--- config.mk ---
export PLATFORM = sky130hd
export DESIGN_NAME = store_buffer
export DESIGN_NICKNAME = d
export VERILOG_FILES = /design/src/rtl/store_buffer.sv
export SDC_FILE = /design/constraint.sdc
export NUM_CORES = 1
export LEC_CHECK = 0
export CAP_MARGIN = 30
export CELL_PAD_IN_SITES_DETAIL_PLACEMENT = 1
export CELL_PAD_IN_SITES_GLOBAL_PLACEMENT = 1
export CORE_UTILIZATION = 49
export DETAILED_ROUTE_END_ITERATION = 7
export PLACE_DENSITY_LB_ADDON = 0.1
export SYNTH_ARGS = -nofsm -noshare
export SYNTH_HDL_FRONTEND = slang
export SYNTH_SLANG_ARGS = --single-unit
--- constraint.sdc ---
create_clock -name clk -period 16.5 [get_ports clk]
set_input_delay 3.3 -clock clk [delete_from_list [all_inputs] [get_ports clk]]
set_output_delay 3.3 -clock clk [all_outputs]
set_load 0.01 [all_outputs]
--- src/rtl/store_buffer.sv ---
// Posted-store FIFO between the M-stage store path and the data-memory write port,
// with byte-granular load forwarding. Optional store coalescing: STORE_BUF_COALESCE_EN.
module store_buffer #(
  parameter int DEPTH = 4,
  parameter int PTRW  = 2
) (
  input  logic            clk,
  input  logic            reset,
  input  logic            st_valid,
  input  logic [31:0]     st_addr,
  input  logic [31:0]     st_wdata,
  input  logic [3:0]      st_be,
  input  logic [31:0]     st_pc,
  output logic            st_ready,
  input  logic            ld_valid,
  input  logic [31:0]     ld_addr,
  output logic            ld_hit,
  output logic [3:0]      ld_hit_be,
  output logic [31:0]     ld_fwd_data,
  input  logic            dm_busy,
  output logic            dm_we,
  output logic [31:0]     dm_addr,
  output logic [31:0]     dm_wdata,
  output logic [3:0]      dm_be,
  output logic [31:0]     dm_pc,
  output logic            empty,
  output logic [PTRW:0]   count
);

  localparam logic [PTRW:0] FULL_CNT = DEPTH[PTRW:0];

  logic [29:0]     word_q  [DEPTH];
  logic [29:0]     word_d  [DEPTH];
  logic [31:0]     data_q  [DEPTH];
  logic [31:0]     data_d  [DEPTH];
  logic [3:0]      be_q    [DEPTH];
  logic [3:0]      be_d    [DEPTH];
  logic [31:0]     pc_q    [DEPTH];
  logic [31:0]     pc_d    [DEPTH];
  logic [DEPTH-1:0] valid_q, valid_d;

  logic [PTRW-1:0] head_q, head_d;
  logic [PTRW-1:0] tail_q, tail_d;
  logic [PTRW:0]   count_q, count_d;

  logic [PTRW-1:0] youngest;
  logic            merge_possible;
  logic            push;
  logic            alloc;
  logic            do_merge;

  assign empty    = (count_q == '0);
  assign count    = count_q;
  assign dm_we    = !empty && !dm_busy;
  assign dm_addr  = {word_q[head_q], 2'b00};
  assign dm_wdata = data_q[head_q];
  assign dm_be    = be_q[head_q];
  assign dm_pc    = pc_q[head_q];
  assign youngest = tail_q - 1'b1;

`ifdef STORE_BUF_COALESCE_EN
  // Merging into the head while it drains would lose the new bytes, so allocate instead.
  assign merge_possible = !empty && (word_q[youngest] == st_addr[31:2])
                          && !((youngest == head_q) && dm_we);
`else
  assign merge_possible = 1'b0;
`endif

  // A same-cycle pop deliberately does not open a slot for this cycle's push.
  assign st_ready = (count_q != FULL_CNT) || merge_possible;
  assign push     = st_valid && st_ready;
  assign do_merge = push && merge_possible;
  assign alloc    = push && !merge_possible;

  always_comb begin
    word_d  = word_q;
    data_d  = data_q;
    be_d    = be_q;
    pc_d    = pc_q;
    valid_d = valid_q;
    head_d  = head_q;
    tail_d  = tail_q;
    count_d = count_q;

    if (dm_we) begin
      valid_d[head_q] = 1'b0;
      head_d          = head_q + 1'b1;
    end

    if (alloc) begin
      word_d[tail_q]  = st_addr[31:2];
      data_d[tail_q]  = st_wdata;
      be_d[tail_q]    = st_be;
      pc_d[tail_q]    = st_pc;
      valid_d[tail_q] = 1'b1;
      tail_d          = tail_q + 1'b1;
    end

    if (do_merge) begin
      for (int l = 0; l < 4; l++) begin
        if (st_be[l]) begin
          data_d[youngest][8*l +: 8] = st_wdata[8*l +: 8];
        end
      end
      be_d[youngest] = be_q[youngest] | st_be;
      pc_d[youngest] = st_pc;
    end

    case ({alloc, dm_we})
      2'b10:   count_d = count_q + 1'b1;
      2'b01:   count_d = count_q - 1'b1;
      default: count_d = count_q;
    endcase
  end

  always_ff @(posedge clk or posedge reset) begin
    if (reset) begin
      head_q  <= '0;
      tail_q  <= '0;
      count_q <= '0;
      valid_q <= '0;
      for (int i = 0; i < DEPTH; i++) begin
        word_q[i] <= '0;
        data_q[i] <= '0;
        be_q[i]   <= '0;
        pc_q[i]   <= '0;
      end
    end else begin
      head_q  <= head_d;
      tail_q  <= tail_d;
      count_q <= count_d;
      valid_q <= valid_d;
      for (int i = 0; i < DEPTH; i++) begin
        word_q[i] <= word_d[i];
        data_q[i] <= data_d[i];
        be_q[i]   <= be_d[i];
        pc_q[i]   <= pc_d[i];
      end
    end
  end

  // Per lane, walk from oldest (distance DEPTH from tail) to youngest so the youngest match wins.
  genvar gi;
  generate
    for (gi = 0; gi < 4; gi++) begin : g_lane
      logic            lane_hit;
      logic [7:0]      lane_byte;
      logic [PTRW-1:0] idx;

      always_comb begin
        lane_hit  = 1'b0;
        lane_byte = 8'h00;
        idx       = '0;
        for (int k = DEPTH; k >= 1; k--) begin
          idx = tail_q - PTRW'(k);
          if (valid_q[idx] && (word_q[idx] == ld_addr[31:2]) && be_q[idx][gi]) begin
            lane_hit  = 1'b1;
            lane_byte = data_q[idx][8*gi +: 8];
          end
        end
      end

      assign ld_hit_be[gi]          = ld_valid && lane_hit;
      assign ld_fwd_data[8*gi +: 8] = (ld_valid && lane_hit) ? lane_byte : 8'h00;
    end
  endgenerate

  assign ld_hit = |ld_hit_be;

endmodule

==> results of run 1 <==
## where the power goes
group          switching (uW)  internal [uW]
Combinational            2060           2770
Sequential                719           1500
Clock                     443            660
## critical path, stage by stage
cell	delay, ns
sky130_fd_sc_hd__clkdlybuf4s50_1	0.78
sky130_fd_sc_hd__inv_1	0.24
sky130_fd_sc_hd__a221oi_1	0.60
sky130_fd_sc_hd__o2111ai_1	0.22
sky130_fd_sc_hd__nor4_2	0.50
sky130_fd_sc_hd__nand3_2	0.59
sky130_fd_sc_hd__or3_1	0.81
sky130_fd_sc_hd__a41oi_2	0.63
sky130_fd_sc_hd__o221a_1	0.34
sky130_fd_sc_hd__clkdlybuf4s50_1	0.55
## registers in the layout (all words and copies together) (netlist names)
register,count
be_q,16
count,3
data_q,128
head_q,2
pc_q,128
tail_q,2
valid_q,4
word_q,120
## worst max-delay path by stage
stage / endpoint / cells after the start
final: ld_fwd_data[18] / 10
after global routing: ld_fwd_data[17] / 10
after CTS: ld_fwd_data[17] / 10
after detailed placement: ld_fwd_data[17] / 10
after global placement: ld_fwd_data[17] / 10
after floorplan: be_q[0]$_DFFE_PP0P_ / 1
## per-stage QoR
step	power, uW	worst slack [ns]	cell area [um2]	utilization	cells
finish	8150	4.61	32700	0.589	2930
global route	8580	4.61	32700	0.589	2928
CTS	8170	4.73	32600	0.588	2922
detailed placement	7000	4.77	31000	0.558	2834
global placement	6790	4.72	30800	0.555	2827
floorplan	5440	1.99	27800	-	1957
## placed cells by master (no fill, tap or decap), types with 14 or more instances in the layout
cell | synthesis | layout
sky130_fd_sc_hd__buf_4 | 21 | 23
sky130_fd_sc_hd__clkbuf_1 | 68 | 16
sky130_fd_sc_hd__clkbuf_16 | 0 | 47
sky130_fd_sc_hd__clkdlybuf4s50_1 | 0 | 273
sky130_fd_sc_hd__dfrtp_1 | 403 | 399
sky130_fd_sc_hd__inv_1 | 41 | 40
sky130_fd_sc_hd__mux2_2 | 412 | 412
sky130_fd_sc_hd__mux2i_1 | 95 | 95
sky130_fd_sc_hd__mux4_2 | 320 | 320
sky130_fd_sc_hd__nand2_1 | 56 | 52
sky130_fd_sc_hd__nor2_1 | 20 | 20
sky130_fd_sc_hd__nor2b_1 | 22 | 22
sky130_fd_sc_hd__nor3b_1 | 14 | 14
sky130_fd_sc_hd__o211ai_1 | 17 | 17
sky130_fd_sc_hd__o21ai_0 | 33 | 33
sky130_fd_sc_hd__o221a_2 | 17 | 17
sky130_fd_sc_hd__o22ai_1 | 22 | 22
sky130_fd_sc_hd__o31ai_1 | 15 | 15
sky130_fd_sc_hd__xnor2_1 | 73 | 73
sky130_fd_sc_hd__xor2_1 | 22 | 22
## cell type report
| class | count | area, um2 | area share |
|---|---|---|---|
| Inverter | 42 | 165 | 0.00505 |
| Clock inverter | 14 | 251 | 0.00768 |
| Sequential cell | 403 | 10100 | 0.309 |
| Timing Repair Buffer | 309 | 3190 | 0.0974 |
| Clock buffer | 74 | 1390 | 0.0424 |
| Tap cell | 748 | 936 | 0.0286 |
| Antenna cell | 4 | 10.0 | 0.000306 |
| Multi-Input combinational cell | 1336 | 16700 | 0.510 |
## logic make-up (layout without fill, tap and decap cells)
group           after synthesis  count (layout)
compound gates              207             207
xor+xnor                     95              95
fa+ha+maj                    10              10
buf+inv                     218             439
flops                       403             403
mux                         840             840
other cells                   1               6
simple gates                182             182
## routing by layer
| layer | up-vias | track usage |
|---|---|---|
| met3 | 163 | 0.0618 |
| met4 | 12 | 0.0925 |
| met1 | 10700 | 0.416 |
| li1 | 8188 | - |
| met5 | - | 0 |
| met2 | 620 | 0.507 |
==> impl_metrics.sql, run 1 <==
INSERT INTO impl_metrics (metric_group, metric, value, unit) VALUES
('timing', 'final_min_period_over_clock_period', '0.721', ''),
('routing', 'first_drt_iteration_drcs', '1393', ''),
('critical_path', 'critical_path_required', '13.20', 'ns'),
('critical_path', 'crit_fanout', '17', ''),
('timing', 'maxClockFrequency', '84.1', 'MHz'),
('power', 'cellPowerDensity', '249', 'mW/mm2'),
('place', 'place.port_buffers', '273', ''),
('synthesis', 'netlist_instances', '1956', ''),
('synthesis', 'synthTopCellsByArea', 'sky130_fd_sc_hd__dfrtp_1 36%, sky130_fd_sc_hd__mux4_2 26%, sky130_fd_sc_hd__mux2_2 17%', ''),
('routing', 'routed-wl-met3', '5320', 'um'),
('min_path', 'cell_depth_of_the_worst_min_delay_path', '1', ''),
('critical_path', 'critical_path.startpoint', 'ld_addr[29]', ''),
('synthesis', 'yosysUniqueCellTypes', '78', ''),
('critical_path', 'r2r_end', 'word_q[70]$_DFFE_PP0P_', ''),
('global_route', 'grt_first_pass_wirelength', '134000', 'um'),
('cts', 'clk_path_buf_depth', '3', ''),
('global_route', 'maximum_number_of_pins_on_one_net_before_global_route_repair', '138', ''),
('floorplanning', 'dieHeight', '240', 'um'),
('global_route', 'via_count_of_the_first_global_routing_pass', '21100', ''),
('final_layout', 'drive_gt1_frac', '0.406', ''),
('synthesis', 'yosys-mux-area-fraction', '0.468', ''),
('synthesis', 'compound_cell_area_share_of_the_yosys_netlist', '0.0606', ''),
('routing', 'wl_met1', '36500', 'um'),
('critical_path', 'rr_worst_depth', '5', ''),
('cts', 'cts_clock_pin_slew_for_the_worst_setup_and_hold_paths', '0.06', 'ns'),
('floorplanning', 'floorplan.core_area', '0.0555', 'mm2'),
('timing', 'setup_viol', '0', ''),
('timing', 'setup_total_negative_slack', '0', 'ns'),
('place', 'dpl.hpwl', '58100', 'um'),
('timing', 'skew', '0.0208', 'ns'),
('floorplanning', 'initial_core_util', '0.500', ''),
('synthesis', 'synth.cells.most_frequent', '412 x sky130_fd_sc_hd__mux2_2, 403 x sky130_fd_sc_hd__dfrtp_1, 320 x sky130_fd_sc_hd__mux4_2, 95 x sky130_fd_sc_hd__mux2i_1, 73 x sky130_fd_sc_hd__xnor2_1', ''),
('routing', 'number_of_detailed_route_iterations_in_the_first_pass', '5', ''),
('critical_path', 'crit_arrival', '8.59', 'ns'),
('routing', 'vias', '19700', ''),
('critical_path', 'critical_path_class', 'primary input to output pin', ''),
('synthesis', 'synth_flop_cell', 'sky130_fd_sc_hd__dfrtp_1', ''),
('cts', 'cts_tree', 'yes', ''),
('place', 'gp_congestion', '0.927', ''),
('synthesis', 'synth.top_cell.area_share', '0.363', ''),
('critical_path', 'critical_path.endpoint_type', 'output pin', ''),
('floorplanning', 'die_w', '240', 'um'),
('outcome', 'status', 'finished clean', ''),
('floorplanning', 'placementRows', '86', ''),
('critical_path', 'ff2ff_setup_slack', '12.98', 'ns'),
('global_route', 'gr-total-overflow', '0', ''),
('timing', 'slew_viol_final', '0', ''),
('timing', 'worst-slew-pin-transition', '1.09', 'ns'),
('cts', 'cells_resized_by_post_cts_repair', '0', ''),
('synthesis', 'synthesis.area_per_instance', '14.2', 'um2'),
('routing', 'routed_via_density', '6.71', ''),
('synthesis', 'yosys.area.top_type', 'sky130_fd_sc_hd__dfrtp_1', ''),
('critical_path', 'worstReg2RegStart', 'tail_q[0]$_DFFE_PP0P_', ''),
('synthesis', 'dominant_combinational_cell_family_by_area_after_synthesis', 'multiplexers', ''),
('global_route', 'grt_util_all_layers', '0.309', ''),
('routing', 'drt-total-wl', '87400', 'um'),
('cts', 'cts_buffers', '47', ''),
('job', 'drv_cap', '0', ''),
('synthesis', 'synth-warning-count', '0', ''),
('routing', 'highest-signal-layer', 'met5', ''),
('final_layout', 'area_growth_syn_to_layout', '17.8', '%'),
('critical_path', 'cp-start-kind', 'primary input', ''),
('floorplanning', 'num_io_pins', '280', ''),
('cts', 'cts.sinks', '403', ''),
('routing', 'wl_per_cell', '29.8', 'um'),
('cts', 'cts_root_buf', 'sky130_fd_sc_hd__clkbuf_16', ''),
('timing', 'hold_ws', '0.501', 'ns'),
('min_path', 'worstHoldPathType', 'register to register', ''),
('timing', 'final.min_clock_period', '11.89', 'ns'),
('synthesis', 'most_common_cell_in_the_netlist', 'sky130_fd_sc_hd__mux2_2', ''),
('synthesis', 'syn_area', '0.0278', 'mm2');
No activity file was read; power rests on OpenSTA's default activity.
==> inputs of run 2 (changes only) <==
- clock period: 16.5 -> 12.19 ns (I/O delays scaled with it)
==> run 2 against run 1 <==
Effect of this change:
- routed wire length is 2.2% lower
- clock skew increased by 0.026 ns
- core utilization about the same
- critical path type unchanged
- highest routed layer unchanged
- largest power group unchanged
- critical endpoint is now ld_fwd_data[17]
- first-iteration DRC count decreased by 5.3%
- largest cell class unchanged
==> impl_metrics.sql, run 2 (same netlist as run 1, synthesis figures left out) <==
INSERT INTO impl_metrics (metric_group, metric, value, unit) VALUES
('final_layout', 'drive_gt1_frac', '0.409', ''),
('power', 'switching_share', '0.394', ''),
('critical_path', 'critical_path.endpoint_type', 'output pin', ''),
('routing', 'routed_via_density', '6.68', ''),
('floorplanning', 'floorplan.core_area', '0.0555', 'mm2'),
('place', 'place.port_buffers', '273', ''),
('floorplanning', 'placementRows', '86', ''),
('cts', 'cts.sinks', '403', ''),
('final_layout', 'register_area', '0.0101', 'mm2'),
('cts', 'post_cts_hold_buffer_count', '0', ''),
('power', 'pwr-share-comb', '0.592', ''),
('min_path', 'worstHoldPathType', 'register to register', ''),
('job', 'drv_cap', '0', ''),
('routing', 'wl_per_cell', '29.2', 'um'),
('power', 'leakage', '0.0125', 'uW'),
('global_route', 'grt_first_pass_wirelength', '130000', 'um'),
('timing', 'final-hold-violation-count', '0', ''),
('cts', 'clk_path_buf_depth', '3', ''),
('routing', 'vias', '19600', ''),
('final_layout', 'layout.cell_area.non_filler', '0.0327', 'mm2'),
('power', 'cellPowerDensity', '336', 'mW/mm2'),
('min_path', 'holdCritStartpoint', 'pc_q[44]$_DFFE_PP0P_', ''),
('critical_path', 'crit_fanout', '17', ''),
('critical_path', 'critical_path_class', 'primary input to output pin', ''),
('critical_path', 'crit_slowest_cell', 'sky130_fd_sc_hd__or3_1', ''),
('cts', 'worst_skew_pair_latency', '0.62', 'ns'),
('routing', 'number_of_detailed_route_iterations_in_the_first_pass', '5', ''),
('place', 'gp_congestion', '0.958', ''),
('timing', 'rsz_0062_raised_after_global_routing', 'no', ''),
('timing', 'final_min_period_over_clock_period', '0.829', ''),
('cts', 'cts_tree', 'yes', ''),
('cts', 'cells_resized_by_post_cts_repair', '0', ''),
('global_route', 'gr-total-overflow', '0', ''),
('timing', 'worst-slew-pin-transition', '1.03', 'ns'),
('min_path', 'holdPathEnd', 'pc_q[44]$_DFFE_PP0P_', ''),
('critical_path', 'r2r_end', 'word_q[8]$_DFFE_PP0P_', ''),
('final_layout', 'layout_common_cells', '412 x sky130_fd_sc_hd__mux2_2, 399 x sky130_fd_sc_hd__dfrtp_1, 320 x sky130_fd_sc_hd__mux4_2, 273 x sky130_fd_sc_hd__clkdlybuf4s50_1, 95 x sky130_fd_sc_hd__mux2i_1', ''),
('place', 'cell_area_after_placement', '0.0310', 'mm2'),
('final_layout', 'layout_commonest_cell', 'sky130_fd_sc_hd__mux2_2', ''),
('critical_path', 'timing.critical_path.slowest_cell_delay', '0.79', 'ns'),
('timing', 'setup_total_negative_slack', '0', 'ns'),
('cts', 'h-tree-depth', '2', ''),
('power', 'p_int', '6670', 'uW'),
('global_route', 'maximum_number_of_pins_on_one_net_before_global_route_repair', '135', ''),
('critical_path', 'critical_path_required', '9.75', 'ns'),
('routing', 'route.antenna.remaining_nets', '0', ''),
('timing', 'final.min_clock_period', '10.11', 'ns'),
('floorplanning', 'die_w', '240', 'um'),
('final_layout', 'num-nets-final', '2295', ''),
('final_layout', 'area_growth_syn_to_layout', '17.9', '%'),
('power', 'p_clk_frac', '0.135', ''),
('critical_path', 'cp-start-kind', 'primary input', ''),
('critical_path', 'ff2ff_setup_slack', '8.53', 'ns'),
('cts', 'cts_buffers', '48', ''),
('cts', 'cts_root_buf', 'sky130_fd_sc_hd__clkbuf_16', ''),
('routing', 'drc_errors', '0', ''),
('critical_path', 'crit_arrival', '7.67', 'ns'),
('floorplanning', 'fp.dieArea', '0.0576', 'mm2'),
('power', 'total_switching_power', '4340', 'uW'),
('global_route', 'grt_util_all_layers', '0.301', ''),
('floorplanning', 'initial_core_util', '0.500', ''),
('floorplanning', 'num_io_pins', '280', ''),
('final_layout', 'filler_cell_count', '5233', ''),
('min_path', 'cell_depth_of_the_worst_min_delay_path', '1', ''),
('final_layout', 'reg_top3', 'data_q: 128 flops, pc_q: 128 flops, word_q: 120 flops', ''),
('floorplanning', 'dieHeight', '240', 'um'),
('routing', 'first_drt_iteration_drcs', '1319', ''),
('place', 'dpl.hpwl', '57600', 'um'),
('cts', 'cts_clock_pin_slew_for_the_worst_setup_and_hold_paths', '0.06', 'ns'),
('timing', 'slew_viol_final', '0', ''),
('timing', 'setup_viol', '0', ''),
('critical_path', 'critical_path.cell_chain', 'clkdlybuf4s50_1, inv_1, a221oi_1, o2111ai_1, nor4_2, nand3_2, or3_1, a41oi_2, o221a_2, clkdlybuf4s50_1', ''),
('timing', 'maxClockFrequency', '98.9', 'MHz'),
('timing', 'slew_headroom', '0.295', ''),
('critical_path', 'worstReg2RegStart', 'tail_q[0]$_DFFE_PP0P_', ''),
('critical_path', 'rr_worst_depth', '7', ''),
('final_layout', 'combined_area_of_the_multi_input_logic_cells', '0.0167', 'mm2'),
('routing', 'drt-total-wl', '85500', 'um'),
('power', 'power_frac_seq', '0.273', ''),
('power', 'max-vdd-ir-drop', '0.210', 'mV'),
('critical_path', 'timing.critical_path.mode_cell', 'sky130_fd_sc_hd__clkdlybuf4s50_1', ''),
('cts', 'post_cts_buffers', '0', ''),
('outcome', 'status', 'finished clean', ''),
('global_route', 'via_count_of_the_first_global_routing_pass', '20700', ''),
('global_route', 'antenna_found_initial', '9', ''),
('timing', 'skew', '0.0463', 'ns');
run 2: worst max path at each step:
stage                           start                   to  slack, ns
after global placement    ld_addr[29]      ld_fwd_data[17]       2.30
after detailed placement  ld_addr[29]      ld_fwd_data[17]       2.32
after floorplan                 reset  be_q[0]$_DFFE_PP0P_       4.32
after CTS                 ld_addr[29]      ld_fwd_data[17]       2.28
after global routing      ld_addr[29]      ld_fwd_data[23]       2.09
final                     ld_addr[29]      ld_fwd_data[17]       2.08
run 2: critical path: cells and delay by family:
family	cells	cell delay [ns]
buffers and inverters	3	1.52
and+or+nand+nor	3	1.89
AOI/OAI and AO/OA	4	1.80
run 2: cell type report:
class | count | area share
Clock buffer | 69 | 0.0425
Inverter | 42 | 0.00493
Clock inverter | 12 | 0.00623
Tap cell | 748 | 0.0286
Antenna cell | 3 | 0.000229
Sequential cell | 403 | 0.308
Timing Repair Buffer | 317 | 0.0995
Multi-Input combinational cell | 1336 | 0.510
run 2: metal layers:
metal  part of all wire  global-route usage  vias up
li1                   -                   -     8220
met1               0.40               0.399    10500
met2               0.50               0.490      674
met3              0.072              0.0660      135
met4              0.028              0.0996       12
met5            0.00085                   0        -
run 2: per-stage QoR:
step	util	setup slack [ns]	std cells	total power (uW)	hold slack (ns)
2_1_floorplan	-	4.32	1957	7360	0.474
6_report	0.590	2.08	2930	11000	0.497
3_3_place_gp	0.556	2.30	2835	9200	0.481
3_5_place_dp	0.559	2.32	2841	9460	0.487
5_1_grt	0.590	2.09	2930	11600	0.516
4_1_cts	0.587	2.28	2922	11000	0.501
run 2: power by group through the flow:
| stage | Combinational (uW) | Sequential (uW) | Clock [uW] |
|---|---|---|---|
| 6_report | 6520 | 3000 | 1480 |
| 5_1_grt | 6890 | 3130 | 1560 |
| 2_1_floorplan | 4810 | 2550 | 0 |
| 3_5_place_dp | 6460 | 2990 | 0 |
| 3_3_place_gp | 6320 | 2880 | 0 |
| 4_1_cts | 6520 | 2980 | 1520 |
